--- src/rtl/float_accumulator.sv ---
// Running IEEE-754 single-precision accumulator: multi-cycle align/add/normalize/pack
// adder behind a valid/ready handshake. Rounding is truncation; denormals flush to zero.
module float_accumulator #(
   parameter int MAX_NORM_SHIFTS = 24
) (
   input  logic        clk,
   input  logic        rst,
   input  logic        clear,
   input  logic        in_valid,
   output logic        in_ready,
   input  logic [31:0] in_float,
   output logic [31:0] acc_result,
   output logic        result_valid,
   output logic        busy
);

   localparam int CNT_W = $clog2(MAX_NORM_SHIFTS + 1);

   typedef enum logic [2:0] {IDLE, ALIGN, ADD, NORM, PACK} state_t;
   typedef enum logic [1:0] {SP_NONE, SP_NAN, SP_KEEP} special_t;

   state_t             state_reg, state_next;
   special_t           special_reg, special_next;
   logic [31:0]        op_reg, op_next;
   logic [31:0]        acc_reg, acc_next;
   logic               rv_reg, rv_next;
   logic               a_sign_reg, a_sign_next;
   logic signed [9:0]  a_exp_reg, a_exp_next;
   logic [24:0]        a_mant_reg, a_mant_next;
   logic [23:0]        b_mant_reg, b_mant_next;
   logic               sub_reg, sub_next;
   logic [CNT_W-1:0]   norm_cnt_reg, norm_cnt_next;

   // Flushed magnitudes: exponent 0 means the value is treated as exact zero.
   logic [30:0] acc_mag, op_mag, big_mag, small_mag;
   logic        op_larger, big_sign, small_sign;
   logic [23:0] big_mant, small_mant, small_aligned;
   logic [7:0]  exp_diff;
   logic [24:0] sum;

   assign acc_mag       = (acc_reg[30:23] == 8'd0) ? 31'd0 : acc_reg[30:0];
   assign op_mag        = (op_reg[30:23] == 8'd0) ? 31'd0 : op_reg[30:0];
   assign op_larger     = op_mag > acc_mag;
   assign big_mag       = op_larger ? op_mag : acc_mag;
   assign small_mag     = op_larger ? acc_mag : op_mag;
   assign big_sign      = op_larger ? op_reg[31] : acc_reg[31];
   assign small_sign    = op_larger ? acc_reg[31] : op_reg[31];
   assign big_mant      = (big_mag[30:23] == 8'd0) ? 24'd0 : {1'b1, big_mag[22:0]};
   assign small_mant    = (small_mag[30:23] == 8'd0) ? 24'd0 : {1'b1, small_mag[22:0]};
   assign exp_diff      = big_mag[30:23] - small_mag[30:23];
   assign small_aligned = (exp_diff >= 8'd25) ? 24'd0 : (small_mant >> exp_diff);
   assign sum           = sub_reg ? (a_mant_reg - {1'b0, b_mant_reg})
                                  : (a_mant_reg + {1'b0, b_mant_reg});

   always_comb begin
      state_next    = state_reg;
      special_next  = special_reg;
      op_next       = op_reg;
      acc_next      = acc_reg;
      rv_next       = 1'b0;
      a_sign_next   = a_sign_reg;
      a_exp_next    = a_exp_reg;
      a_mant_next   = a_mant_reg;
      b_mant_next   = b_mant_reg;
      sub_next      = sub_reg;
      norm_cnt_next = norm_cnt_reg;
      case (state_reg)
         IDLE: begin
            if (in_valid) begin
               op_next    = in_float;
               state_next = ALIGN;
            end
         end
         ALIGN: begin
            a_sign_next = big_sign;
            a_exp_next  = {2'b00, big_mag[30:23]};
            a_mant_next = {1'b0, big_mant};
            b_mant_next = small_aligned;
            sub_next    = big_sign ^ small_sign;
            if (op_reg[30:23] == 8'hFF)
               special_next = SP_NAN;
            else if (acc_reg[30:23] == 8'hFF)
               special_next = SP_KEEP;
            else
               special_next = SP_NONE;
            state_next = ADD;
         end
         ADD: begin
            norm_cnt_next = '0;
            if (sum == 25'd0) begin
               a_mant_next = 25'd0;
               a_exp_next  = 10'sd0;
               a_sign_next = 1'b0;
            end else if (sum[24]) begin
               a_mant_next = sum >> 1;
               a_exp_next  = a_exp_reg + 10'sd1;
            end else begin
               a_mant_next = sum;
            end
            state_next = NORM;
         end
         NORM: begin
            if (special_reg != SP_NONE || a_mant_reg[23] || a_mant_reg == 25'd0 ||
                norm_cnt_reg == CNT_W'(MAX_NORM_SHIFTS)) begin
               state_next = PACK;
            end else begin
               a_mant_next   = a_mant_reg << 1;
               a_exp_next    = a_exp_reg - 10'sd1;
               norm_cnt_next = norm_cnt_reg + 1'b1;
            end
         end
         PACK: begin
            if (special_reg == SP_NAN)
               acc_next = 32'h7FC0_0000;
            else if (special_reg == SP_KEEP)
               acc_next = acc_reg;
            else if (a_mant_reg == 25'd0 || a_exp_reg <= 10'sd0)
               acc_next = 32'h0000_0000;
            else if (a_exp_reg >= 10'sd255)
               acc_next = {a_sign_reg, 31'h7F80_0000};
            else
               acc_next = {a_sign_reg, a_exp_reg[7:0], a_mant_reg[22:0]};
            rv_next    = 1'b1;
            state_next = IDLE;
         end
         default: state_next = IDLE;
      endcase
   end

   always_ff @(posedge clk) begin
      if (rst) begin
         state_reg    <= IDLE;
         special_reg  <= SP_NONE;
         op_reg       <= '0;
         acc_reg      <= '0;
         rv_reg       <= 1'b0;
         a_sign_reg   <= 1'b0;
         a_exp_reg    <= '0;
         a_mant_reg   <= '0;
         b_mant_reg   <= '0;
         sub_reg      <= 1'b0;
         norm_cnt_reg <= '0;
      end else if (clear) begin
         state_reg <= IDLE;
         acc_reg   <= '0;
         rv_reg    <= 1'b0;
      end else begin
         state_reg    <= state_next;
         special_reg  <= special_next;
         op_reg       <= op_next;
         acc_reg      <= acc_next;
         rv_reg       <= rv_next;
         a_sign_reg   <= a_sign_next;
         a_exp_reg    <= a_exp_next;
         a_mant_reg   <= a_mant_next;
         b_mant_reg   <= b_mant_next;
         sub_reg      <= sub_next;
         norm_cnt_reg <= norm_cnt_next;
      end
   end

   assign acc_result   = acc_reg;
   assign result_valid = rv_reg;
   assign in_ready     = (state_reg == IDLE);
   assign busy         = (state_reg != IDLE);

endmodule

--- config.mk ---
export PLATFORM = sky130hd
export DESIGN_NAME = float_accumulator
export DESIGN_NICKNAME = d
export VERILOG_FILES = /design/src/rtl/float_accumulator.sv
export SDC_FILE = /design/constraint.sdc
export NUM_CORES = 1
export LEC_CHECK = 0
export ABC_AREA = 0
export CAP_MARGIN = 10
export CORE_ASPECT_RATIO = 1.4
export CORE_MARGIN = 1.5
export CORE_UTILIZATION = 60
export DETAILED_ROUTE_END_ITERATION = 10
export PLACE_DENSITY = 0.8
export SETUP_SLACK_MARGIN = 0.4
export SYNTH_ARGS = -nofsm -noshare
export SYNTH_HDL_FRONTEND = slang
export SYNTH_SLANG_ARGS = --single-unit
--- constraint.sdc ---
create_clock -name clk -period 10.3 [get_ports clk]
set_input_delay 2.06 -clock clk [delete_from_list [all_inputs] [get_ports clk]]
set_output_delay 2.06 -clock clk [all_outputs]
set_load 0.005 [all_outputs]
# Word-level counts from Yosys, hierarchy flattened

Cells that the tools add are included.

Bits in registers: 136
Input bits: 36
Output and inout port bits: 35
Logic and storage cells: 96

Add/sub/neg operators: 6
Magnitude comparators: 4
Eq/ne operators: 15
Shift-type cells: 1
Muxes and demuxes: 32
Bitwise gates (word level): 2
Reduce and logical (&&, ||, !) cells: 25

Operators by type and width:

| kind                                                                                 | number |
|---|---|
| 31-bit two-way mux                                                                   | 5 |
| 24-bit two-way mux                                                                   | 5 |
| 32-bit two-way mux                                                                   | 3 |
| 25-bit one-hot mux with 3 select lines                                               | 1 |
| 25-bit logical NOT                                                                   | 2 |
| 25-bit two-way mux                                                                   | 2 |
| 8-bit logical NOT                                                                    | 4 |
| 31-bit greater-than comparator                                                       | 1 |
| 10-bit two-way mux                                                                   | 3 |
| 10-bit one-hot mux with 3 select lines                                               | 1 |
| 25-bit by 24-bit adder with 25-bit output                                            | 1 |
| 25-bit by 24-bit subtractor with 25-bit output                                       | 1 |
| 24-bit by 8-bit >> shifter with 24-bit output                                        | 1 |
| 8-bit == test, second input constant                                                 | 2 |
| 3-bit one-hot mux with 4 select lines                                                | 1 |
| 3-bit AND reduction                                                                  | 4 |
| 10-bit by 2-bit adder with 10-bit output, second input constant                      | 1 |
| 10-bit by 9-bit greater-or-equal comparator with 1-bit output, second input constant | 1 |
| 10-bit by 1-bit <= comparator with 1-bit output, second input constant               | 1 |
| 2-bit != test, second input constant                                                 | 5 |
| 5-bit one-hot mux with 2 select lines                                                | 1 |
| 10-bit by 2-bit subtractor with 10-bit output, second input constant                 | 1 |
| 8-bit by 5-bit greater-or-equal comparator with 1-bit output, second input constant  | 1 |
| 8-bit subtractor                                                                     | 1 |
| other kinds (22)                                                                     | 36 |

# Depth between registers and ports, before layout

Depth after elaboration: 8
Depth in mapped cells: 29
Gate-level depth less buffers: 22

# Least setup slack after synthesis

No wires, ideal clock.

Path kind: reg-to-reg
From: register op_reg[24]
To: register b_mant_reg[16]
Arrival: 5.915 ns
Required time: 10.213 ns
Path slack: 4.298 ns
Stages on the path, launching flop included: 30
Path buffers: 8
Path through: dfxtp_1 -> clkbuf_1 -> nor4_1 -> nand2_1 -> clkbuf_1 -> clkbuf_1 -> nand2_1 -> inv_1 -> ha_1 -> nand2_1 -> nor4_4 -> nand2_1 -> a311o_1 -> buf_2 -> buf_2 -> nand2_1 -> clkbuf_1 -> clkbuf_1 -> mux2i_1 -> ha_1 -> nand2_1 -> nand2b_1 -> a221o_1 -> or3_1 -> nand3_1 -> o2111ai_1 -> buf_2 -> a2111oi_4 -> nand2_1 -> o31ai_1

Word-level cells in the longest chain between the ends: 8
Elaborated cells on any way between the ends: 11
Classes of those cells: 1 x add/sub; 2 x order compare; 1 x shift; 5 x mux; 2 x reduce/logical

Ends and longest elaborated chain:

| item                                                                   | line | RTL |
|---|---|---|
| start: declaration                                                     | 24   | `logic [31:0] op_reg, op_next;` |
| start signal: assignment                                               | 150  | `op_reg <= op_next;` |
| 8-bit logical NOT                                                      | 42   | `assign op_mag = (op_reg[30:23] == 8'd0) ? 31'd0 : op_reg[30:0];` |
| 31-bit two-way mux (*)                                                 | 42   |  |
| branches (longest 5 deep; another with 31-bit greater-than comparator) | -    |  |
| 24-bit two-way mux (*)                                                 | 51   | `assign small_aligned = (exp_diff >= 8'd25) ? 24'd0 : (small_mant >> exp_diff);` |
| end signal: assignment                                                 | 156  | `b_mant_reg <= b_mant_next;` |
| end: declaration                                                       | 30   | `logic [23:0] b_mant_reg, b_mant_next;` |

Every way passes the cells marked *.
A chain may end at the register's enable or synchronous reset.

# Worst setup path after layout

From: register acc_reg[24], in the netlist acc_result[24]
To: register b_mant_reg[16]

Word-level cells in the longest chain between the ends: 8
Elaborated cells on any way between the ends: 11
Classes of those cells: 1 x add/sub; 2 x order compare; 1 x shift; 5 x mux; 2 x reduce/logical

Ends and longest elaborated chain:

| item                                                                   | line | RTL |
|---|---|---|
| start: declaration                                                     | 25   | `logic [31:0] acc_reg, acc_next;` |
| start signal: assignment                                               | 151  | `acc_reg <= acc_next;` |
| 8-bit logical NOT                                                      | 41   | `assign acc_mag = (acc_reg[30:23] == 8'd0) ? 31'd0 : acc_reg[30:0];` |
| 31-bit two-way mux (*)                                                 | 41   |  |
| branches (longest 5 deep; another with 31-bit greater-than comparator) | -    |  |
| 24-bit two-way mux (*)                                                 | 51   |  |

Marks and branches as above.

==> results.yml <==
run_status:
  status: "complete, no violations"
global_route:
  grt_usage: 0.390
  antenna_found_initial: 0
  grt_start_max_net_pins: 63
  overflow: 0
  grt_pass1_vias: 11600
  grt_pass1_wl_mm: 62.8
floorplanning:
  die-height_microns: 168
  initial_core_util: 0.610
  num_io_pins: 71
  coreArea_sq_um: 19100
  die_w_microns: 121
  die_area_sq_um: 20300
  rows: 60
clock_network:
  ctsRootBufferMaster: "clkbuf_16"
  cts_max_level: 4
  clk_pin_slew_worst_paths_ns: 0.06
  post_cts_buffers: 0
  clk_latency_ns: 0.44
  cts_resized: 0
  numCtsBuffers: 17
  clockBufferDepth: 2
  postCtsHoldBufs: 0
  cts_tree: "built"
  numClockSinks: 136
power:
  p_total_w: 0.00213
  ir_worst_vdd_v: 0.000127
  switching_share: 0.401
  p_sw_w: 0.000852
  internal-power_w: 0.00127
  pwr-share-comb: 0.423
  power.share.sequential: 0.263
  p_clk_frac: 0.313
  p_leak_nw: 5.09
  power.density_nw_per_um2: 163
yosys:
  synth-edff-count: 0
  yosys_warnings: 0
  postSynth.asyncResetShare: 0
  synth_flop_cell: "dfxtp_1"
  synth_top_area_frac: 0.233
  ys_top_cells_by_area: "dfxtp_1 (23%), nand2_1 (6.9%), ha_1 (6.6%)"
  synth_area_leader_cell: "dfxtp_1"
  synth_common_cells: "nand2_1 (214), dfxtp_1 (136), nor2_1 (125)"
  seq_area_frac_synth: 0.233
  synth_fp_nets: 1652
  yosysMostFrequentCell: "nand2_1"
  netlist_instances: 1553
  synth_area_sq_um: 11700
  avgSynthCellArea_sq_um: 7.52
  synth_seq_cells: 136
  synth_cell_type_count: 92
critical_path:
  r2r_start: "acc_result[24]$_SDFFE_PP0P_"
  crit_required_ns: 10.63
  timing.rr.end: "b_mant_reg[16]$_SDFFE_PP0P_"
  criticalPathCategory: "flop to flop"
  end_kind: "flop"
  reg2reg_depth: 20
  cp.arrival_ns: 6.95
  critPathLaunchType: "flop"
  reg2reg_slack_ns: 3.69
  cp_max_fo: 26
sta:
  slew_headroom: 0.241
  finClkSkew_ns: 0.0163
  max_freq_mhz: 151
  min_period_over_period: 0.642
  hold_ws_ns: 0.449
  min_period_ns: 6.61
  setup_violations: 0
  fin_tns_setup_ns: 0
  grt_setup_unrepaired: "false"
  finalHoldViolations: 0
  slew_viol_final: 0
  tightest_slew_ns: 1.14
hold_path:
  min_delay_path_depth: 2
  min_to: "op_reg[1]$_SDFFE_PP0P_"
  holdCritStartpoint: "op_reg[1]$_SDFFE_PP0P_"
  min_path_type: "flop to flop"
placed_design:
  hpwl_mm: 29.4
  gp_congestion: 1.01
  io_buffers: 70
finish:
  antenna_cells: 0
  area_growth_pct: 11.5
  finalNetCount: 1648
  drive_gt1_frac: 0.0833
run:
  max_cap_violations: 0
route:
  vias: 12500
  drc: 0
  wl_per_cell_microns: 21.9
  ant_nets: 0
  dr.pass1.iters: 6
  via_per_inst: 6.90
  drt_iter0_drc: 1446
  wl_mm: 39.6
worst max-delay path, stage by stage, from the launching register on:
cell and delay [ns]:
dfxtp_1 0.48, nor4_1 0.10, nand2_1 0.74, nand2_1 0.22
ha_1 0.38, nand4_1 0.18, nor4_2 0.69, nand3_1 0.23
a21bo_2 0.44, nand2_1 0.14, mux2i_1 0.14, ha_1 0.25
nand2_1 0.11, nand2b_1 0.08, a221o_1 0.35, nor3_1 0.27
o2111ai_1 0.14, o21a_1 0.37, a2111oi_4 0.69, nand2_1 0.19
o31ai_1 0.28
power by group through the flow:
stage	clock [W]	sequential (W)	combinational, W
5_1_grt	0.000685	0.000561	0.000967
6_report	0.000665	0.000560	0.000900
3_3_place_gp	0	0.000570	0.000865
3_5_place_dp	0	0.000570	0.000872
2_1_floorplan	0	0.000559	0.000679
4_1_cts	0.000660	0.000558	0.000876
layer usage:
metal | global-route usage | vias to the layer above | part of all wire
met4 | 0.174 | 0 | 0.039
met3 | 0.0491 | 118 | 0.090
met2 | 0.646 | 692 | 0.47
li1 | - | 5768 | -
met1 | 0.506 | 5905 | 0.40
met5 | 0 | - | 0
final cells by class:
class                      count  area (sq um)
multi-input combinational   1235          8280
fill                        1692          6110
sequential                   136          2720
timing repair buffer          90           843
clock buffer                  20           447
tap                          248           310
inverter                      69           259
clock inverter                11           173
layout by cell type (no fill, tap or decap), types with 36 or more instances in the layout:
cell type        netlist  layout
ha_1                  62      62
clkdlybuf4s50_1        0      69
dfxtp_1              136     136
a21oi_1              124     124
nor2_1               125     125
inv_1                 69      69
o21ai_0               84      84
nand3_1               54      54
nor3_1                38      36
nand2_1              214     214
cells by family after synthesis:
kind of cell             synth area share
AO/OA/AOI/OAI                       0.287
XOR/XNOR                           0.0360
adder cells (fa/ha/maj)            0.0681
buffers and inverters              0.0616
flip-flops                          0.233
multiplexers                       0.0832
AND/OR/NAND/NOR                     0.231
per-stage QoR:
stage               instance area [sq um]  std cells  setup WS (ns)   util
finish                              13000       1809           3.69  0.681
global route                        13000       1809           3.28  0.681
CTS                                 13000       1808           3.88  0.681
detailed placement                  12400       1777           3.95  0.648
global placement                    12400       1777           4.01  0.648
floorplan                           11700       1553           4.30      -
how the worst max path moves through the flow:
| stage | cells after the start | slack, ns | end | from |
|---|---|---|---|---|
| after floorplan | 29 | 4.30 | b_mant_reg[16]$_SDFFE_PP0P_ | op_reg[24]$_SDFFE_PP0P_ |
| after global placement | 20 | 4.01 | b_mant_reg[8]$_SDFFE_PP0P_ | acc_result[24]$_SDFFE_PP0P_ |
| after detailed placement | 20 | 3.95 | b_mant_reg[8]$_SDFFE_PP0P_ | acc_result[24]$_SDFFE_PP0P_ |
| after CTS | 20 | 3.88 | b_mant_reg[8]$_SDFFE_PP0P_ | acc_result[24]$_SDFFE_PP0P_ |
| after global routing | 19 | 3.28 | a_sign_reg$_SDFFE_PP0P_ | b_mant_reg[7]$_SDFFE_PP0P_ |
| final | 20 | 3.69 | b_mant_reg[16]$_SDFFE_PP0P_ | acc_result[24]$_SDFFE_PP0P_ |
No activity file was read; power rests on OpenSTA's default activity.
